==> config.mk <==
export PLATFORM = sky130hd
export DESIGN_NAME = muldiv_issue_arbiter
export DESIGN_NICKNAME = d
export VERILOG_FILES = /design/src/rtl/muldiv_issue_arbiter.sv
export SDC_FILE = /design/constraint.sdc
export NUM_CORES = 1
export LEC_CHECK = 0
export CAP_MARGIN = 25
export CELL_PAD_IN_SITES_DETAIL_PLACEMENT = 0
export CELL_PAD_IN_SITES_GLOBAL_PLACEMENT = 1
export CORE_ASPECT_RATIO = 0.75
export CORE_MARGIN = 4
export CORE_UTILIZATION = 34
export CTS_CLUSTER_DIAMETER = 30
export DETAILED_ROUTE_END_ITERATION = 7
export MAX_ROUTING_LAYER = met4
export PLACE_DENSITY = 0.86
export SETUP_SLACK_MARGIN = 0.02
export SLEW_MARGIN = 30
export SYNTH_ARGS = -nofsm -noshare
export SYNTH_HDL_FRONTEND = slang
export SYNTH_SLANG_ARGS = --single-unit
==> constraint.sdc <==
create_clock -name clk -period 4.2 [get_ports clk]
set_input_delay 1.26 -clock clk [delete_from_list [all_inputs] [get_ports clk]]
set_output_delay 1.26 -clock clk [all_outputs]
set_load 0.05 [all_outputs]
==> src/rtl/muldiv_issue_arbiter.sv <==
// Two-lane issue arbiter for a shared iterative multiply/divide unit.
// Define MULDIV_ARB_ROUND_ROBIN_EN for round-robin tie-break; default is fixed lane-0 priority.
module muldiv_issue_arbiter #(
  parameter int unsigned DATA_W  = 32,
  parameter int unsigned TIMEOUT = 64
) (
  input  logic                  clk,
  input  logic                  rst_n,
  input  logic                  req0,
  input  logic [5:0]            funct0,
  input  logic [DATA_W-1:0]     a0,
  input  logic [DATA_W-1:0]     b0,
  input  logic                  flush0,
  input  logic                  req1,
  input  logic [5:0]            funct1,
  input  logic [DATA_W-1:0]     a1,
  input  logic [DATA_W-1:0]     b1,
  input  logic                  flush1,
  output logic                  gnt0,
  output logic                  gnt1,
  output logic                  rsp_valid0,
  output logic                  rsp_valid1,
  output logic [2*DATA_W-1:0]   rsp_data0,
  output logic [2*DATA_W-1:0]   rsp_data1,
  output logic                  rsp_err0,
  output logic                  rsp_err1,
  output logic                  unit_start,
  output logic [1:0]            unit_op,
  output logic [DATA_W-1:0]     unit_a,
  output logic [DATA_W-1:0]     unit_b,
  input  logic                  unit_done,
  input  logic [2*DATA_W-1:0]   unit_result,
  output logic                  busy
);

  localparam int unsigned       CNT_W    = $clog2(TIMEOUT);
  localparam logic [CNT_W-1:0]  CNT_LAST = CNT_W'(TIMEOUT - 1);

  typedef enum logic [1:0] {
    S_IDLE,
    S_START,
    S_WAIT,
    S_RESP
  } state_e;

  state_e              state_q, state_d;
  logic                owner_q, owner_d;
  logic [1:0]          op_q, op_d;
  logic [DATA_W-1:0]   a_q, a_d, b_q, b_d;
  logic [CNT_W-1:0]    cnt_q, cnt_d;
  logic                kill_q, kill_d;
  logic [2*DATA_W-1:0] data0_q, data0_d, data1_q, data1_d;
  logic                err0_q, err0_d, err1_q, err1_d;

  logic                elig0, elig1, any_elig, pick1;
  logic [5:0]          sel_funct;
  logic                sel_valid, own_flush, rsp_fire;
  logic                cap_en, cap_lane, cap_err;
  logic [2*DATA_W-1:0] cap_data;

  assign elig0    = req0 & ~flush0;
  assign elig1    = req1 & ~flush1;
  assign any_elig = elig0 | elig1;

`ifdef MULDIV_ARB_ROUND_ROBIN_EN
  logic last_q, last_d;

  // last_q = 1 means lane 1 was granted last, so lane 0 wins the next tie.
  assign pick1  = elig1 & (~elig0 | ~last_q);
  assign last_d = (state_q == S_IDLE && any_elig) ? pick1 : last_q;

  always_ff @(posedge clk or negedge rst_n) begin
    if (!rst_n) last_q <= 1'b1;
    else        last_q <= last_d;
  end
`else
  assign pick1 = elig1 & ~elig0;
`endif

  assign sel_funct = pick1 ? funct1 : funct0;
  assign sel_valid = (sel_funct[5:2] == 4'b0110);
  assign own_flush = owner_q ? flush1 : flush0;

  always_comb begin
    state_d  = state_q;
    owner_d  = owner_q;
    op_d     = op_q;
    a_d      = a_q;
    b_d      = b_q;
    cnt_d    = cnt_q;
    kill_d   = kill_q;
    cap_en   = 1'b0;
    cap_lane = owner_q;
    cap_data = '0;
    cap_err  = 1'b0;
    case (state_q)
      S_IDLE: begin
        if (any_elig) begin
          owner_d = pick1;
          op_d    = sel_funct[1:0];
          a_d     = pick1 ? a1 : a0;
          b_d     = pick1 ? b1 : b0;
          if (sel_valid) begin
            state_d = S_START;
          end else begin
            state_d  = S_RESP;
            cap_en   = 1'b1;
            cap_lane = pick1;
          end
        end
      end
      S_START: begin
        cnt_d   = '0;
        state_d = S_WAIT;
        if (own_flush) kill_d = 1'b1;
      end
      S_WAIT: begin
        cnt_d = cnt_q + CNT_W'(1);
        if (own_flush) kill_d = 1'b1;
        // done has priority over a timeout expiring in the same cycle
        if (unit_done) begin
          state_d  = S_RESP;
          cap_en   = 1'b1;
          cap_data = unit_result;
        end else if (cnt_q == CNT_LAST) begin
          state_d  = S_RESP;
          cap_en   = 1'b1;
          cap_data = '1;
          cap_err  = 1'b1;
        end
      end
      S_RESP: begin
        state_d = S_IDLE;
        kill_d  = 1'b0;
      end
      default: state_d = S_IDLE;
    endcase
  end

  always_comb begin
    data0_d = data0_q;
    err0_d  = err0_q;
    data1_d = data1_q;
    err1_d  = err1_q;
    if (cap_en) begin
      if (cap_lane) begin
        data1_d = cap_data;
        err1_d  = cap_err;
      end else begin
        data0_d = cap_data;
        err0_d  = cap_err;
      end
    end
  end

  always_ff @(posedge clk or negedge rst_n) begin
    if (!rst_n) begin
      state_q <= S_IDLE;
      owner_q <= 1'b0;
      op_q    <= '0;
      a_q     <= '0;
      b_q     <= '0;
      cnt_q   <= '0;
      kill_q  <= 1'b0;
      data0_q <= '0;
      data1_q <= '0;
      err0_q  <= 1'b0;
      err1_q  <= 1'b0;
    end else begin
      state_q <= state_d;
      owner_q <= owner_d;
      op_q    <= op_d;
      a_q     <= a_d;
      b_q     <= b_d;
      cnt_q   <= cnt_d;
      kill_q  <= kill_d;
      data0_q <= data0_d;
      data1_q <= data1_d;
      err0_q  <= err0_d;
      err1_q  <= err1_d;
    end
  end

  // Grants are combinational, so gate them with reset to keep outputs quiet during reset.
  assign gnt0       = rst_n & (state_q == S_IDLE) & any_elig & ~pick1;
  assign gnt1       = rst_n & (state_q == S_IDLE) & pick1;
  assign rsp_fire   = (state_q == S_RESP) & ~kill_q & ~own_flush;
  assign rsp_valid0 = rsp_fire & ~owner_q;
  assign rsp_valid1 = rsp_fire & owner_q;
  assign rsp_data0  = data0_q;
  assign rsp_data1  = data1_q;
  assign rsp_err0   = err0_q;
  assign rsp_err1   = err1_q;
  assign unit_start = (state_q == S_START);
  assign unit_op    = op_q;
  assign unit_a     = a_q;
  assign unit_b     = b_q;
  assign busy       = (state_q != S_IDLE);

endmodule

==> report_table.html <==
<table>
<tr><th>Metric</th><th>Value</th></tr>
<tr><th colspan="2">Detailed routing</th></tr>
<tr><td>Detailed-route wire length</td><td>30.2 mm</td></tr>
<tr><td>Average wire per standard cell</td><td>19.9 um</td></tr>
<tr><td>Number of design-rule violations left by the first detailed-router iteration</td><td>329</td></tr>
<tr><td>Number of vias per cell after detailed routing</td><td>4.98</td></tr>
<tr><td>Number of detailed-route iterations in the first pass</td><td>4</td></tr>
<tr><td>Count of nets left with antenna violations after detail routing</td><td>0</td></tr>
<tr><td>Total via count after detailed routing</td><td>7555</td></tr>
<tr><td>Post-route DRC violation count</td><td>0</td></tr>
<tr><th colspan="2">Yosys</th></tr>
<tr><td>Synth warnings</td><td>0</td></tr>
<tr><td>Synthesized area</td><td>8800 um2</td></tr>
<tr><td>Number of synthesized flops with an enable pin</td><td>0</td></tr>
<tr><td>Number of distinct library cells after synthesis</td><td>41</td></tr>
<tr><td>Share of flip-flops with an asynchronous set or reset</td><td>100%</td></tr>
<tr><td>Mapped Nets</td><td>952</td></tr>
<tr><td>Register area share after synthesis</td><td>58.5%</td></tr>
<tr><td>Gate Count Post-Synth</td><td>736</td></tr>
<tr><td>Mean area per synthesized cell</td><td>12.0 um2</td></tr>
<tr><td>Commonest register cell after synthesis</td><td>sky130_fd_sc_hd__dfrtp_1</td></tr>
<tr><td>Seq cells post-synth</td><td>206</td></tr>
<tr><th colspan="2">Clocking</th></tr>
<tr><td>Count of H-tree levels built during CTS</td><td>2</td></tr>
<tr><td>Clock tree buffer depth</td><td>3</td></tr>
<tr><td>CTS Hold Bufs</td><td>0</td></tr>
<tr><td>Later-pin clock latency in the skew report</td><td>0.50 ns</td></tr>
<tr><td>Root Buffer</td><td>sky130_fd_sc_hd__clkbuf_16</td></tr>
<tr><td>CTS tree</td><td>done</td></tr>
<tr><td>CTS Sinks</td><td>206</td></tr>
<tr><td>Setup fix buffers added after clock tree synthesis</td><td>0</td></tr>
<tr><td>Clock transition at the registers of the reported paths</td><td>0.04 ns</td></tr>
<tr><td>Number of resized instances in the post-cts repair step</td><td>0</td></tr>
<tr><td>Total CTS buffers</td><td>40</td></tr>
<tr><th colspan="2">Global routing</th></tr>
<tr><td>Maximum number of pins on one net before global-route repair</td><td>86</td></tr>
<tr><td>All-layer global routing usage</td><td>21.0%</td></tr>
<tr><td>Initial antenna violation count</td><td>4</td></tr>
<tr><td>Number of global-route vias before repair</td><td>7890</td></tr>
<tr><td>GR Util met2</td><td>33.9%</td></tr>
<tr><td>Global-route track usage on met3</td><td>6.99%</td></tr>
<tr><td>First-pass GRT wire length</td><td>46.6 mm</td></tr>
<tr><td>Sum of overflow across all layers after global routing</td><td>0</td></tr>
<tr><td>Met1 usage in global routing</td><td>25.5%</td></tr>
<tr><td>Global route hottest layer</td><td>met2</td></tr>
<tr><th colspan="2">STA</th></tr>
<tr><td>Final setup fails</td><td>0</td></tr>
<tr><td>Max Fclk</td><td>266 MHz</td></tr>
<tr><td>Total negative slack</td><td>0 ns</td></tr>
<tr><td>Worst clock skew on the final layout</td><td>0.0239 ns</td></tr>
<tr><td>Hold violation count in the final report</td><td>0</td></tr>
<tr><td>Tmin final</td><td>3.76 ns</td></tr>
<tr><td>Max-slew violation count</td><td>0</td></tr>
<tr><td>Final Worst Setup Slack</td><td>0.439 ns</td></tr>
<tr><td>Transition at the pin with the smallest max-transition slack</td><td>0.784 ns</td></tr>
<tr><td>Hold_ws</td><td>0.471 ns</td></tr>
<tr><td>RSZ-0062 raised after global routing</td><td>false</td></tr>
<tr><td>Fraction of the cycle the final worst path needs</td><td>89.5%</td></tr>
<tr><td>Tightest slew margin relative to the limit</td><td>47.7%</td></tr>
<tr><th colspan="2">Floorplanning</th></tr>
<tr><td>Core Box Area</td><td>25200 um2</td></tr>
<tr><td>Number of ports placed on the die boundary</td><td>413</td></tr>
<tr><td># rows</td><td>50</td></tr>
<tr><td>Die footprint</td><td>28600 um2</td></tr>
<tr><td>Starting utilization of the core area</td><td>34.9%</td></tr>
<tr><td>Die height</td><td>147 um</td></tr>
<tr><td>Width of the die</td><td>194 um</td></tr>
<tr><th colspan="2">Critical path</th></tr>
<tr><td>Timing endpoint of the critical path</td><td>rsp_valid0</td></tr>
<tr><td>Reg-to-Reg Start</td><td>state_q[0]</td></tr>
<tr><td>Worst-case reg-to-reg path depth</td><td>6</td></tr>
<tr><td>Largest fanout of any net on the critical path</td><td>4</td></tr>
<tr><td>Data required time at the worst endpoint</td><td>2.94 ns</td></tr>
<tr><td>Kind of start point of the critical path</td><td>input pin</td></tr>
<tr><td>Startpoint of the most critical setup path</td><td>flush0</td></tr>
<tr><td>Reg2reg end</td><td>unit_b[22]</td></tr>
<tr><td>Endpoint type of the worst setup path</td><td>output port</td></tr>
<tr><td>Critical path arrival</td><td>2.50 ns</td></tr>
<tr><td>Setup slack of the worst register-to-register path</td><td>1.88 ns</td></tr>
<tr><td>Setup Crit Path Kind</td><td>input pin to output port</td></tr>
<tr><th colspan="2">Place</th></tr>
<tr><td>Worst setup timing slack at the placement stage</td><td>0.267 ns</td></tr>
<tr><td>Global placer's final weighted congestion</td><td>0.777</td></tr>
<tr><td>DP Wirelength</td><td>21.9 mm</td></tr>
<tr><td>Number of buffers added on ports</td><td>412</td></tr>
<tr><td>Placed cell area</td><td>13200 um2</td></tr>
<tr><th colspan="2">Pwr</th></tr>
<tr><td>PD cells</td><td>954 nW/um2</td></tr>
<tr><td>P_leak</td><td>0.00634 uW</td></tr>
<tr><td>Maximum vdd ir drop</td><td>0.000453 V</td></tr>
<tr><th colspan="2">Layout</th></tr>
<tr><td>Utilization of the core after routing</td><td>58.1%</td></tr>
<tr><td>Net count of the finished layout</td><td>1361</td></tr>
<tr><td>Post-synthesis to final-layout area growth</td><td>66.4%</td></tr>
<tr><td>Share of layout cells above drive strength 1</td><td>9.79%</td></tr>
<tr><td>Post-route cell area</td><td>14700 um2</td></tr>
<tr><th colspan="2">Outcome</th></tr>
<tr><td>Outcome</td><td>completed</td></tr>
<tr><th colspan="2">Flow run</th></tr>
<tr><td>Max-cap check violation count</td><td>0</td></tr>
<tr><th colspan="2">Min path</th></tr>
<tr><td>Hold crit path type</td><td>register to register</td></tr>
</table>
## critical path: stages
cell and delay [ns]:
sky130_fd_sc_hd__clkdlybuf4s50_1 0.46, sky130_fd_sc_hd__nor4b_1 0.57, sky130_fd_sc_hd__buf_12 0.21
## area by class of cell
class | count | area, um2
well taps | 338 | 423
inverters | 7 | 26.3
fillers | 2092 | 10600
clock buffers | 48 | 1110
flip-flops and latches | 206 | 5150
clock inverters | 24 | 309
multi-input cells | 461 | 3280
repair buffers | 429 | 4340
diodes | 4 | 10.0
## how the worst min path moves through the flow
stage	startpoint	to	slack, ns	cells after the start
floorplan	cnt_q[4]	cnt_q[4]	0.47	1
global placement	unit_a[23]	unit_a[23]	0.46	2
detailed placement	unit_a[29]	unit_a[29]	0.47	2
CTS	unit_a[31]	unit_a[31]	0.48	2
global route	rsp_data0[16]	rsp_data0[16]	0.49	1
finish	unit_a[31]	unit_a[31]	0.47	2
## where the power goes
group | internal, uW | switching, uW | total [uW]
clock network | 2260 | 1040 | 3300
logic | 2420 | 4840 | 7260
registers | 2900 | 520 | 3420
total | 7580 | 6400 | 14000
## through the flow
stage                     std cells  total power, uW
after floorplan                 736             8110
after global placement         1440            10700
after detailed placement       1440            10800
after CTS                      1512            14100
after global routing           1517            14600
final                          1517            14000
## Yosys cell counts, types with 2 or more instances
master,number,area (um2)
sky130_fd_sc_hd__nor3_1,3,15.0
sky130_fd_sc_hd__nand2_1,80,300
sky130_fd_sc_hd__and3_1,2,12.5
sky130_fd_sc_hd__buf_4,9,67.6
sky130_fd_sc_hd__clkbuf_1,25,93.8
sky130_fd_sc_hd__buf_6,11,124
sky130_fd_sc_hd__mux2i_1,69,691
sky130_fd_sc_hd__nor2_1,5,18.8
sky130_fd_sc_hd__o21ai_2,2,17.5
sky130_fd_sc_hd__ha_1,5,62.6
sky130_fd_sc_hd__o2bb2ai_2,10,150
sky130_fd_sc_hd__buf_2,12,60.1
sky130_fd_sc_hd__buf_1,4,15.0
sky130_fd_sc_hd__o2bb2ai_1,118,1030
sky130_fd_sc_hd__inv_1,7,26.3
sky130_fd_sc_hd__dfrtp_1,206,5150
sky130_fd_sc_hd__a21oi_1,4,20.0
sky130_fd_sc_hd__a31oi_1,2,12.5
sky130_fd_sc_hd__o21ai_0,136,681
sky130_fd_sc_hd__nand3_1,5,25.0
## cell usage in the layout (no fill, tap or decap), types with 3 or more instances in the layout
master | netlist | final
sky130_fd_sc_hd__buf_4 | 9 | 13
sky130_fd_sc_hd__clkbuf_16 | 0 | 42
sky130_fd_sc_hd__buf_12 | 0 | 7
sky130_fd_sc_hd__clkinv_4 | 0 | 3
sky130_fd_sc_hd__clkbuf_8 | 0 | 5
sky130_fd_sc_hd__inv_1 | 7 | 7
sky130_fd_sc_hd__nor3_1 | 3 | 3
sky130_fd_sc_hd__dfrtp_1 | 206 | 206
sky130_fd_sc_hd__o2bb2ai_2 | 10 | 10
sky130_fd_sc_hd__a21oi_1 | 4 | 4
sky130_fd_sc_hd__o2bb2ai_1 | 118 | 118
sky130_fd_sc_hd__inv_6 | 0 | 3
sky130_fd_sc_hd__mux2i_1 | 69 | 69
sky130_fd_sc_hd__bufinv_16 | 0 | 6
sky130_fd_sc_hd__o21ai_0 | 136 | 136
sky130_fd_sc_hd__diode_2 | 0 | 4
sky130_fd_sc_hd__clkdlybuf4s50_1 | 0 | 407
sky130_fd_sc_hd__nand2_1 | 80 | 78
sky130_fd_sc_hd__clkinv_2 | 0 | 9
sky130_fd_sc_hd__nor2_1 | 5 | 5
sky130_fd_sc_hd__ha_1 | 5 | 5
sky130_fd_sc_hd__nand3_1 | 5 | 4
## kinds of logic after synthesis
family	share of synthesized area [%]
simple gates	5.47
mux	8.10
flops	58.5
xor+xnor	0.0995
buf+inv	4.56
compound gates	22.5
fa+ha+maj	0.711
## flip-flops by register name, summed over array words and instances (netlist names)
name	flops
rsp_data0	64
rsp_data1	64
unit_a	32
unit_b	32
cnt_q	6
state_q	2
unit_op	2
kill_q	1
owner_q	1
rsp_err0	1
rsp_err1	1
## layer usage
layer	routed length, um	vias up
met2	14600	304
met5	0	-
met4	605	0
li1	-	3563
met1	12300	3644
met3	2730	44
No activity file was read; power rests on OpenSTA's default activity.
